[src/rtl/shift_add_multiplier_module_pkg.sv]
// Shared arithmetic package: control-state encoding used by the shift-add
// multiplier and the iterative divider's control wrapper, plus width helpers.
package shift_add_multiplier_module_pkg;

  // Common control encoding. Both the multiplier and the divider wrapper use
  // these exact values, so one control FSM can decode either block's state.
  typedef enum logic [1:0] {
    IDLE = 2'd0,
    RUN  = 2'd1,
    DONE = 2'd2
  } arith_state_e;

  // Width of the product of two bits-wide unsigned operands.
  function automatic int product_width(input int bits);
    return 2 * bits;
  endfunction

  // Width of an iteration counter that must reach bits-1. Never returns less
  // than one so a two-bit operand still gets a real counter bit.
  function automatic int count_width(input int bits);
    return (bits > 2) ? $clog2(bits) : 1;
  endfunction

endpackage

[src/rtl/shift_add_multiplier_module.sv]
// Sequential unsigned radix-2 shift-add multiplier.
//
// Handshake: start is sampled on a rising edge only while the block is in
// IDLE or DONE; that edge is the accept. Operands are captured at accept and
// ignored afterwards. ready rises together with a fresh result and is held
// until the next accept or reset; busy is high exactly while iterating, so
// busy and ready are never high together. start during RUN is ignored.
//
// Optional build macro SHIFT_ADD_MUL_EARLY_TERM_EN: when defined, iteration
// stops as soon as the remaining multiplier bits are all zero, giving a
// latency of max(1, index of highest set multiplier bit + 1) edges. Products
// are identical in both builds and the port list does not change.
module shift_add_multiplier_module
  import shift_add_multiplier_module_pkg::*;
#(
  parameter int BITS = 16
) (
  input  logic                          clk,
  input  logic                          reset,
  input  logic                          start,
  input  logic [BITS-1:0]               multiplicando,
  input  logic [BITS-1:0]               multiplicador,
  output logic [product_width(BITS)-1:0] result,
  output logic                          ready,
  output logic                          busy
);

  localparam int PW = product_width(BITS);
  localparam int CW = count_width(BITS);
  localparam logic [CW-1:0] LAST_COUNT = CW'(BITS - 1);

  // State and datapath registers. state_q is the observable FSM state.
  arith_state_e    state_q, state_d;
  logic [PW-1:0]   acc_q, acc_d;
  logic [PW-1:0]   mcand_q, mcand_d;
  logic [BITS-1:0] mplier_q, mplier_d;
  logic [CW-1:0]   count_q, count_d;
  logic [PW-1:0]   result_q, result_d;
  logic            ready_q, ready_d;
  logic            busy_q, busy_d;

  // Single add/shift step, evaluated every cycle; only used in RUN.
  logic [PW-1:0]   acc_next;
  logic [BITS-1:0] mplier_next;
  logic            last_iter;

  // Combinational datapath step: conditional add of the shifted multiplicand.
  always_comb begin
    acc_next    = mplier_q[0] ? (acc_q + mcand_q) : acc_q;
    mplier_next = mplier_q >> 1;
`ifdef SHIFT_ADD_MUL_EARLY_TERM_EN
    // Stop once no set multiplier bits remain; the counter bound still caps
    // the run at BITS iterations.
    last_iter   = (count_q == LAST_COUNT) || (mplier_next == '0);
`else
    last_iter   = (count_q == LAST_COUNT);
`endif
  end

  // Next-state and register-update logic; every target defaults to hold.
  always_comb begin
    state_d  = state_q;
    acc_d    = acc_q;
    mcand_d  = mcand_q;
    mplier_d = mplier_q;
    count_d  = count_q;
    result_d = result_q;
    ready_d  = ready_q;
    busy_d   = busy_q;

    case (state_q)
      IDLE, DONE: begin
        if (start) begin
          // Accept: capture operands, clear the accumulator, drop ready.
          // result keeps the previous product until the new one is ready.
          mcand_d  = {{(PW - BITS){1'b0}}, multiplicando};
          mplier_d = multiplicador;
          acc_d    = '0;
          count_d  = '0;
          busy_d   = 1'b1;
          ready_d  = 1'b0;
          state_d  = RUN;
        end
      end

      RUN: begin
        acc_d    = acc_next;
        mcand_d  = mcand_q << 1;
        mplier_d = mplier_next;
        count_d  = count_q + 1'b1;
        if (last_iter) begin
          result_d = acc_next;
          ready_d  = 1'b1;
          busy_d   = 1'b0;
          state_d  = DONE;
        end
      end

      default: begin
        // Unreachable encoding: fall back to a quiet idle.
        busy_d  = 1'b0;
        ready_d = 1'b0;
        state_d = IDLE;
      end
    endcase
  end

  // State register with synchronous active-high reset clearing everything.
  always_ff @(posedge clk) begin
    if (reset) begin
      state_q  <= IDLE;
      acc_q    <= '0;
      mcand_q  <= '0;
      mplier_q <= '0;
      count_q  <= '0;
      result_q <= '0;
      ready_q  <= 1'b0;
      busy_q   <= 1'b0;
    end else begin
      state_q  <= state_d;
      acc_q    <= acc_d;
      mcand_q  <= mcand_d;
      mplier_q <= mplier_d;
      count_q  <= count_d;
      result_q <= result_d;
      ready_q  <= ready_d;
      busy_q   <= busy_d;
    end
  end

  assign result = result_q;
  assign ready  = ready_q;
  assign busy   = busy_q;

endmodule

[config.mk]
export PLATFORM = sky130hd
export DESIGN_NAME = shift_add_multiplier_module
export DESIGN_NICKNAME = d
export VERILOG_FILES = /design/src/rtl/shift_add_multiplier_module_pkg.sv /design/src/rtl/shift_add_multiplier_module.sv
export SDC_FILE = /design/constraint.sdc
export NUM_CORES = 1
export LEC_CHECK = 0
export ABC_AREA = 1
export BUFFER_PORTS_ARGS = -buffer_cell sky130_fd_sc_hd__buf_2
export CORE_MARGIN = 3
export CORE_UTILIZATION = 59
export DETAILED_ROUTE_END_ITERATION = 10
export PLACE_DENSITY = 0.86
export SLEW_MARGIN = 20
export SYNTH_ARGS = -nofsm -noshare
export SYNTH_HDL_FRONTEND = slang
export SYNTH_SLANG_ARGS = --single-unit
[constraint.sdc]
create_clock -name clk -period 5.98 [get_ports clk]
set_input_delay 0.897 -clock clk [delete_from_list [all_inputs] [get_ports clk]]
set_output_delay 0.897 -clock clk [all_outputs]
set_load 0.01 [all_outputs]
==> key figures <==
Outcome
  • Status: finished, final reports clean

STA
  • Worst Skew: 0.01042 ns
  • Hold Slack: 0.4649 ns
  • Crit path time final: 2.503 ns
  • Worst-Margin Slew: 0.8801 ns
  • Max Clk Rate: 399.6 MHz
  • RSZ-0062 raised after global routing: false
  • Slew Viols, Final: 0
  • Slew HR: 41.33%
  • Final hold vios: 0
  • Tcrit/Tclk final: 41.85%
  • # setup viols final: 0
  • Setup slack after layout: 3.477 ns
  • Setup tns final: 0 ns

Synth
  • Yosys top cell area share: 32.99%
  • Avg Cell Area, Syn: 6.125 µm²
  • Mapped Nets: 1,247
  • Area leader, netlist: dfxtp_1
  • Synthesized flop and latch total: 119
  • Largest cells by area after synthesis: dfxtp_1 33%, nand2_1 24%, inv_1 8.0%
  • Netlist Area Pre-Place: 7222 µm²
  • Synth Flop Type: dfxtp_1
  • Synth unique cells: 30
  • Yosys Warn Count: 0
  • EDFF count, synth: 0
  • Mapped Cells: 1,179
  • Async SR Flop Fraction: 0%
  • Seq/Total Area, Yosys: 32.99%

Floorplanning
  • Cell Rows: 39
  • IO Pins: 69
  • DIE AREA: 13,600 µm²
  • Die width: 116.6 µm
  • Die height: 116.6 µm
  • Core area: 11,710 µm²
  • Initial core utilization: 61.67%

Clock tree
  • CTS sink count: 119
  • Clk pin slew, worst setup/hold paths: 0.05 ns
  • Clock Path Buffers: 2
  • CTS H-tree lvls: 4
  • Worst-skew pair later-pin latency: 0.43 ns
  • CTS Buf Count: 17
  • CTS tree: built
  • Cts hold-fix bufs: 0
  • Cells resized by post-CTS repair: 0
  • Root buffer cell: clkbuf_16
  • Setup bufs post-CTS: 0

Place
  • Port-buffer cells: 68
  • Pre-CTS setup slack: 3.234 ns
  • Final HPWL DP: 12.77 mm
  • GPL Wtd Cong: 0.9433
  • Dpl cell area: 7620 µm²

Critical path
  • Req. time, crit path: 6.31 ns
  • Setup crit end kind: flop
  • CP Data Arrival Time: 2.83 ns
  • CP Launch Type: flop
  • Crit Path Class: reg -> reg
  • CP Max Fanout: 5

Final layout
  • Number of fill cells: 976
  • Post-Layout Inst Area: 8219 µm²
  • Layout cell share with drive strength beyond 1: 12.04%
  • Final #Nets: 1,294
  • Antenna diodes: 0
  • Area grow syn2layout: 13.81%

Run
  • MaxCap Viol Count: 0

Global route
  • First-pass GRT wire length: 31.07 mm
  • Pin count of the biggest net entering global routing: 83
  • Total track usage: 28.78%
  • Grt ovf: 0
  • Vias in the first global route: 6,617
  • Initial antenna violation count: 0

Routing
  • Vias per cell: 5.371
  • Final ANT Viol Nets: 0
  • Routed len/inst: 13.81 µm
  • DRC Markers: 0
  • First-pass DRT Iterations: 5
  • Initial DRC Count: 464
  • Via count: 7,417
  • WL final: 19.08 mm

Hold path
  • Worst Hold Class: reg -> reg

Pwr
  • Worst VDD drop: 234.5 µV
  • Static Leak: 4.079 nW
  • Power Dens Cells: 251.0 nW/µm²
[final timing paths]
path,start,end,slack [ns],cells past startpoint
worst max-delay path,acc_q[0]$_SDFFE_PP0P_,result[28]$_SDFFE_PP0P_,3.48,14
worst min-delay path,mplier_q[15]$_SDFFE_PP0P_,mplier_q[15]$_SDFFE_PP0P_,0.46,2
worst max register to register,acc_q[0]$_SDFFE_PP0P_,result[28]$_SDFFE_PP0P_,3.48,14
worst min register to register,mplier_q[15]$_SDFFE_PP0P_,mplier_q[15]$_SDFFE_PP0P_,0.46,2
[layer usage]
| layer | vias up | wire [µm] | global-route usage [%] |
|---|---|---|---|
| met5 | - | 0 | 0 |
| met4 | 0 | 520 | 11.62 |
| met3 | 45 | 1716 | 6.632 |
| met2 | 304 | 8477 | 45.08 |
| met1 | 3306 | 8362 | 38.47 |
| li1 | 3762 | - | - |
[stage by stage]
step	power (W)	util [%]	instances
global route	0.002125	70.18	1381
floorplan	0.0009822	-	1179
CTS	0.002062	70.18	1381
detailed placement	0.001031	65.06	1350
finish	0.002063	70.18	1381
global placement	0.001027	65.06	1350
[sequential cells by signal, summed over array words and instances (netlist names)]
register,cells
acc_q,32
busy,1
count_q,4
mcand_q,32
mplier_q,16
ready,1
result,32
state_q,1
[cell usage in the layout, fill, tap and decap left out, types with 4 or more instances in the layout]
cell,instances
buf_4,7
nor2_1,84
a21o_1,5
nand3_2,7
nand2_1,471
xnor2_1,15
dfxtp_1,119
or2_2,18
nor2_2,5
o211ai_1,5
a21oi_1,77
a31oi_1,31
nor3_1,4
nand2_2,8
buf_2,67
nand3_1,56
o21ai_0,24
inv_1,154
clkbuf_16,17
ha_1,32
[layout make-up]
type,instances,area [µm²],area share [%]
clock inverter,8,121.4,1.477
inverter,157,589.3,7.170
multi-input combinational,857,4081,49.66
tap,143,178.9,2.177
timing repair buffer,74,387.9,4.719
sequential,119,2382,28.98
clock buffer,23,478.0,5.815
[cell families after synthesis]
kind of cell             synth area share (%)
XOR/XNOR                                1.819
buffers and inverters                   10.71
AND/OR/NAND/NOR                         37.04
adder cells (fa/ha/maj)                 5.821
flip-flops                              32.99
AO/OA/AOI/OAI                           11.63
[worst max-delay path: stages, from the launching register on]
cell      delay [ns]
dfxtp_1         0.32
ha_1            0.25
fa_1            0.48
nand3_1         0.11
nand3_1         0.18
nand3_1         0.14
nand3b_1        0.22
nand2_1         0.18
nand2_1         0.07
nand2_1         0.07
nand3_1         0.09
nand2_1         0.13
nand2_1         0.05
nand2_1         0.07
inv_1           0.03
[power by group]
| group | internal (W) | total, W | switching (W) |
|---|---|---|---|
| Sequential | 0.000816 | 0.000834 | 0.0000177 |
| Combinational | 0.0000616 | 0.000187 | 0.000125 |
| Clock | 0.000683 | 0.00104 | 0.000359 |
[Yosys cell counts, types with 2 or more instances]
cell type    n
o211ai_1     5
ha_1        32
nor2_2       5
clkbuf_1    35
nor3_1       4
a31oi_1     31
inv_2        3
nand2_2      8
buf_1        2
a21o_1       5
buf_2        9
or2_2       18
a21oi_2      3
nand3_1     56
o21ai_1      3
nand2_1    471
nand3_2      7
xnor2_1     15
o21ai_0     24
a21oi_1     77
nor2_1      86
dfxtp_1    119
inv_1      154
Note: power is estimated with default switching activity, not from simulation.
